<file path="config.mk">
export PLATFORM = sky130hd
export DESIGN_NAME = uart_word_rx_flat
export DESIGN_NICKNAME = d
export VERILOG_FILES = /design/src/rtl/uart_word_rx_if.sv /design/src/rtl/uart_word_rx.sv /design/src/flat_wrapper.sv
export SDC_FILE = /design/constraint.sdc
export NUM_CORES = 1
export LEC_CHECK = 0
export ABC_AREA = 1
export CELL_PAD_IN_SITES_DETAIL_PLACEMENT = 2
export CELL_PAD_IN_SITES_GLOBAL_PLACEMENT = 2
export CORE_ASPECT_RATIO = 0.8
export CORE_MARGIN = 2
export CORE_UTILIZATION = 36
export CTS_CLUSTER_SIZE = 8
export DETAILED_ROUTE_END_ITERATION = 10
export MAX_ROUTING_LAYER = met4
export PLACE_DENSITY = 0.89
export SYNTH_ARGS = -nofsm -noshare
export SYNTH_HDL_FRONTEND = slang
export SYNTH_SLANG_ARGS = --single-unit
</file>
<file path="constraint.sdc">
create_clock -name clk -period 4.4 [get_ports clk]
set_input_delay 0.66 -clock clk [delete_from_list [all_inputs] [get_ports clk]]
set_output_delay 0.66 -clock clk [all_outputs]
set_load 0.02 [all_outputs]
</file>
<file path="src/rtl/uart_word_rx_if.sv">
// Handshake bundle between the UART word receiver and its consumer.
// The serial line rides along so the receiver needs a single bus port.
interface uart_word_rx_if;
  logic        data_in;
  logic        read_en;
  logic [31:0] data_in_parallel;
  logic        ready_to_read;
  logic        frame_error;
  logic        overrun;

  modport slave (
    input  data_in,
    input  read_en,
    output data_in_parallel,
    output ready_to_read,
    output frame_error,
    output overrun
  );

  modport master (
    output data_in,
    output read_en,
    input  data_in_parallel,
    input  ready_to_read,
    input  frame_error,
    input  overrun
  );
endinterface

</file>
<file path="src/rtl/uart_word_rx.sv">
// 8N1 UART receiver that packs four bytes (LSB byte first) into a 32-bit word
// and offers it through a ready_to_read / read_en handshake.
module uart_word_rx #(
  parameter int unsigned CLKS_PER_BIT = 868,
  parameter int unsigned TIMEOUT_BITS = 20
) (
  input  logic          clk,
  input  logic          reset,
  uart_word_rx_if.slave bus
);

  localparam int unsigned CNT_W     = $clog2(CLKS_PER_BIT);
  localparam int unsigned HALF_BIT  = CLKS_PER_BIT / 2;
  localparam int unsigned TO_CYCLES = TIMEOUT_BITS * CLKS_PER_BIT;
  localparam int unsigned TO_W      = $clog2(TO_CYCLES + 1);

  localparam logic [CNT_W-1:0] BIT_LAST  = CNT_W'(CLKS_PER_BIT - 1);
  localparam logic [CNT_W-1:0] HALF_LAST = CNT_W'(HALF_BIT - 1);
  localparam logic [TO_W-1:0]  TO_LAST   = TO_W'(TO_CYCLES - 1);

  typedef enum logic [1:0] {
    S_IDLE,
    S_START,
    S_DATA,
    S_STOP
  } state_e;

  state_e            state_q;
  logic              sync1_q;
  logic              rx_s_q;
  logic [CNT_W-1:0]  clk_cnt_q;
  logic [2:0]        bit_idx_q;
  logic [7:0]        shift_q;
  logic [1:0]        byte_cnt_q;
  logic [31:0]       buf_q;
  logic              done_q;
  logic [TO_W-1:0]   to_cnt_q;
  logic              frame_error_q;
  logic [31:0]       word_q;
  logic              ready_q;
  logic              overrun_q;

  // Two-flop synchronizer; resets to the idle (high) line level.
  always_ff @(posedge clk) begin
    if (reset) begin
      sync1_q <= 1'b1;
      rx_s_q  <= 1'b1;
    end else begin
      sync1_q <= bus.data_in;
      rx_s_q  <= sync1_q;
    end
  end

  // Bit-level receiver, word assembly and partial-word timeout.
  always_ff @(posedge clk) begin
    if (reset) begin
      state_q       <= S_IDLE;
      clk_cnt_q     <= '0;
      bit_idx_q     <= '0;
      shift_q       <= '0;
      byte_cnt_q    <= '0;
      buf_q         <= '0;
      done_q        <= 1'b0;
      to_cnt_q      <= '0;
      frame_error_q <= 1'b0;
    end else begin
      done_q        <= 1'b0;
      frame_error_q <= 1'b0;
      case (state_q)
        S_IDLE: begin
          if (!rx_s_q) begin
            state_q   <= S_START;
            clk_cnt_q <= '0;
            bit_idx_q <= '0;
            to_cnt_q  <= '0;
          end else if (byte_cnt_q != 2'd0) begin
            if (to_cnt_q == TO_LAST) begin
              byte_cnt_q <= '0;
              to_cnt_q   <= '0;
            end else begin
              to_cnt_q <= to_cnt_q + TO_W'(1);
            end
          end else begin
            to_cnt_q <= '0;
          end
        end
        S_START: begin
          if (clk_cnt_q == HALF_LAST) begin
            clk_cnt_q <= '0;
            state_q   <= rx_s_q ? S_IDLE : S_DATA;
          end else begin
            clk_cnt_q <= clk_cnt_q + CNT_W'(1);
          end
        end
        S_DATA: begin
          if (clk_cnt_q == BIT_LAST) begin
            clk_cnt_q <= '0;
            shift_q   <= {rx_s_q, shift_q[7:1]};
            bit_idx_q <= bit_idx_q + 3'd1;
            if (bit_idx_q == 3'd7) begin
              state_q <= S_STOP;
            end
          end else begin
            clk_cnt_q <= clk_cnt_q + CNT_W'(1);
          end
        end
        S_STOP: begin
          if (clk_cnt_q == BIT_LAST) begin
            clk_cnt_q <= '0;
            state_q   <= S_IDLE;
            if (rx_s_q) begin
              buf_q[{byte_cnt_q, 3'b000} +: 8] <= shift_q;
              byte_cnt_q <= byte_cnt_q + 2'd1;
              done_q     <= (byte_cnt_q == 2'd3);
            end else begin
              frame_error_q <= 1'b1;
              byte_cnt_q    <= '0;
            end
          end else begin
            clk_cnt_q <= clk_cnt_q + CNT_W'(1);
          end
        end
        default: state_q <= S_IDLE;
      endcase
    end
  end

  // Output word register; a same-cycle read makes room for the new word.
  always_ff @(posedge clk) begin
    if (reset) begin
      word_q    <= '0;
      ready_q   <= 1'b0;
      overrun_q <= 1'b0;
    end else begin
      overrun_q <= 1'b0;
      if (done_q) begin
        if (!ready_q || bus.read_en) begin
          word_q  <= buf_q;
          ready_q <= 1'b1;
        end else begin
          overrun_q <= 1'b1;
        end
      end else if (ready_q && bus.read_en) begin
        ready_q <= 1'b0;
      end
    end
  end

  assign bus.data_in_parallel = word_q;
  assign bus.ready_to_read    = ready_q;
  assign bus.frame_error      = frame_error_q;
  assign bus.overrun          = overrun_q;

endmodule
</file>
<file path="src/flat_wrapper.sv">
// flat-port wrapper written by rule: the top's interface ports become plain ports
module uart_word_rx_flat 
#(
  parameter int unsigned CLKS_PER_BIT = 868,
  parameter int unsigned TIMEOUT_BITS = 20
)
  (clk, reset, bus_data_in, bus_read_en, bus_data_in_parallel, bus_ready_to_read, bus_frame_error, bus_overrun);
  uart_word_rx_if bus_i ();
  input  logic clk;
  input  logic reset;
  input wire logic [$bits(bus_i.data_in)-1:0] bus_data_in;
  input wire logic [$bits(bus_i.read_en)-1:0] bus_read_en;
  output wire logic [$bits(bus_i.data_in_parallel)-1:0] bus_data_in_parallel;
  output wire logic [$bits(bus_i.ready_to_read)-1:0] bus_ready_to_read;
  output wire logic [$bits(bus_i.frame_error)-1:0] bus_frame_error;
  output wire logic [$bits(bus_i.overrun)-1:0] bus_overrun;
  assign bus_i.data_in = bus_data_in;
  assign bus_i.read_en = bus_read_en;
  assign bus_data_in_parallel = bus_i.data_in_parallel;
  assign bus_ready_to_read = bus_i.ready_to_read;
  assign bus_frame_error = bus_i.frame_error;
  assign bus_overrun = bus_i.overrun;
  uart_word_rx #(.CLKS_PER_BIT(CLKS_PER_BIT), .TIMEOUT_BITS(TIMEOUT_BITS)) u_core (.clk(clk), .reset(reset), .bus(bus_i));
endmodule
</file>
==> impl_results.md <==
- Seq/Total Area, Yosys: 0.450
- Rows: 38
- Post-synth cell types: 35
- Mean Syn Cell Area: around 7.5 um2
- Net switching power: 0.000913 W
- Primary FF master, synth: dfxtp_1
- CTS buffer count: 9
- Post-synth ARST share: 0
- Fin crit share: 0.686
- Clk root buf: clkbuf_16
- Met1 Wirelength: between 7 and 8 mm
- Max-slew headroom: 0.480
- Slowest stage delay, CP: around 740 ps
- Req. time, crit path: between 4000 and 5000 ps
- Reg power frac: 0.424
- Share of layout cells above drive strength 1: 0.0880
- Crit path max fanout: 18
- Synthesized Nets: 672
- Switching share of power: 0.361
- Initial Util: 0.365
- Final hold vios: 0
- Port bufs: 38
- CTS tree: yes
- Leakage power: around 2.1 nW
- Pre-antenna DRT Iters: 4
- Internal: roughly 0.0016 W
- Area grow syn2layout: 16.6%
- VDD IR max: between 0.0002 and 0.00025 V
- Most frequent cells in the layout: 110 x dfxtp_1, 96 x nor2_1, 96 x nand2_1
- Total GRT Usage: 0.223
- Pre-CTS WS: between 1000 and 1500 ps
- Pwr Total: around 0.0025 W
- Per-cell routed wire length: about 18 um
- Max-slew violation count: 0
- ANT cells: 0
- FF+latch count, synth: 110
- Final min period: 3020 ps
- Largest net degree at the start of global routing: 43
- Number of global-route vias before repair: between 4000 and 5000
- Initial DRC Count: around 200
- H-tree lvl count: 3
- Post-DP HPWL: about 11 mm
- Detailed-route DRC error count: 0
- Combinational share of power: 0.239
- Outcome: complete, no violations
- Crit Path Category: flip-flop to flip-flop
- Critical Path Stages: 9
- Clock-pin slew on the worst setup and hold paths: 80 ps
- Hold Path Stages: 1
- Post_cts resized: 0
- Clock group share of total power: 0.338
- Crit path DAT: 3330 ps
- Die ar.: 14500 um2
- Cells after synthesis: ~650
- Hold-fix buffers, CTS: 0
- Via count: 4460
- Number of antenna violations at the first check in global routing: 0
- Number of enable flip-flop cells after synthesis: 0
- WP buf/inv: 2
- Core area: 13400 um2
- Reg2reg path depth: 9
- Routed wl met2: 7.65 mm
- Total congestion overflow: 0
- Die width: between 100 and 150 um
- Pwr dens: about 440 nW/um2
- Die Y-Extent: approximately 110 um
- Clock Latency Late Sink: 360 ps
- Routability cong.: ~0.87
- Final setup skew: between 10 and 15 ps
- Vias per Instance: roughly 5.2
- Setup TNS: 0 ps
- Commonest non-fill, non-tap cell in the layout: dfxtp_1
- Crit path max-delay family: simple AND/OR/NAND/NOR gates
- Synthesized cell area: between 4000 and 5000 um2
- F_max: 331 MHz
- Slowest-stage cell, CP: dfxtp_1
- RSZ-0062 raised after global routing: false
- Max Cap Viol: 0
- Worst Tran Pin Value: approximately 780 ps
- Nets: 697
- Max layer used: met4
- Hold Path Class: flip-flop to flip-flop
- Setup violations, final: 0
- Synth Warn #: 0
- Worst setup margin: about 1400 ps
- Final core utilization: 0.425
- Crit path launch type: flip-flop
- I/O pin cnt: 39
- First-pass GRT wire length: around 25 mm
- CP Cell Sequence: inv_1 > ha_1 > nor2_2 > nand2_1 > nor2_2 > o21ai_0 > nand3_1 > nand2_1 > inv_1
- Wire length on met3: ~370 um
- CP Capture Type: flip-flop
- Post-CTS Setup Bufs: 0
- Antenna viol nets, final: 0
- Maximum clock path buffer count: 2
- Sink Count: 110
- WL final: about 15 mm
[metrics by stage]
stage	hold WS, ps	cell area [um2]	std cells
CTS	427	5700	862
global route	434	5700	862
floorplan	389	4890	652
global placement	404	5400	846
detailed placement	405	5400	846
finish	420	5700	862
[logic make-up (layout without fill, tap and decap cells)]
kind of cell	count (synthesis)	after routing	share of synthesized area
and+or+nand+nor	286	286	0.268
AOI/OAI and AO/OA	146	146	0.156
DFF	110	110	0.450
buffers and inverters	89	119	0.0757
adders and majority gates	16	16	0.0409
xor gates and xnor gates	5	5	0.00895
[registers in the layout, indices dropped and copies added (netlist names), named ones only]
name	count
u_core.bit_idx_q	3
u_core.sync1_q	1
u_core.clk_cnt_q	10
u_core.shift_q	8
u_core.rx_s_q	1
u_core.state_q	1
u_core.done_q	1
u_core.to_cnt_q	15
u_core.bus.frame_error	1
u_core.byte_cnt_q	2
u_core.bus.overrun	1
u_core.buf_q	32
u_core.bus.ready_to_read	1
u_core.bus.data_in_parallel	32
[layer usage]
metal	GRT usage	vias to the layer above
met5	-	-
met4	0.0549	0
met3	0.0366	14
met2	0.385	48
li1	-	2178
met1	0.274	2220
[final cells by class]
cell class,count,area (um2)
timing repair buffer,43,418
tap,180,225
fill,1563,7710
sequential,110,2200
clock inverter,7,80.1
clock buffer,9,225
inverter,60,230
multi-input combinational,453,2320
[path summary, 6_finish.rpt]
path	slack [ps]	startpoint	end
worst max register to register	1380	u_core.byte_cnt_q[0]	u_core.to_cnt_q[12]
worst min register to register	420	u_core.sync1_q	u_core.rx_s_q
worst min-delay path	420	u_core.sync1_q	u_core.rx_s_q
worst max-delay path	1380	u_core.byte_cnt_q[0]	u_core.to_cnt_q[12]
[power by group through the flow]
stage               clock network [W]  logic, W  registers, W
floorplan                           0  0.000463       0.00107
global placement                    0  0.000543       0.00109
detailed placement                  0  0.000587       0.00109
CTS                          0.000875  0.000605       0.00107
global route                 0.000916  0.000678       0.00108
finish                       0.000854  0.000604       0.00107
[synth_stat cells (4+ instances only)]
cell type | count | area, um2
a21oi_1 | 71 | 355
ha_1 | 16 | 200
buf_2 | 4 | 20.0
nor2_2 | 7 | 43.8
inv_1 | 56 | 210
nand2_1 | 96 | 360
a21oi_2 | 5 | 43.8
nand3_1 | 34 | 170
xor2_1 | 4 | 35.0
nor4_1 | 10 | 62.6
nor3_1 | 14 | 70.1
o21ai_0 | 65 | 325
nand2_2 | 6 | 37.5
clkbuf_1 | 21 | 78.8
nand4_1 | 6 | 37.5
nor2_1 | 97 | 364
or2_2 | 5 | 31.3
dfxtp_1 | 110 | 2200
[worst register-to-register path, cell delays in order, from the launching register on]
cell and delay, ps:
dfxtp_1 740, inv_1 400, ha_1 500, nor2_2 200
nand2_1 100, nor2_2 510, o21ai_0 290, nand3_1 130
nand2_1 70, inv_1 50
Note: power is estimated with default switching activity, not from simulation.
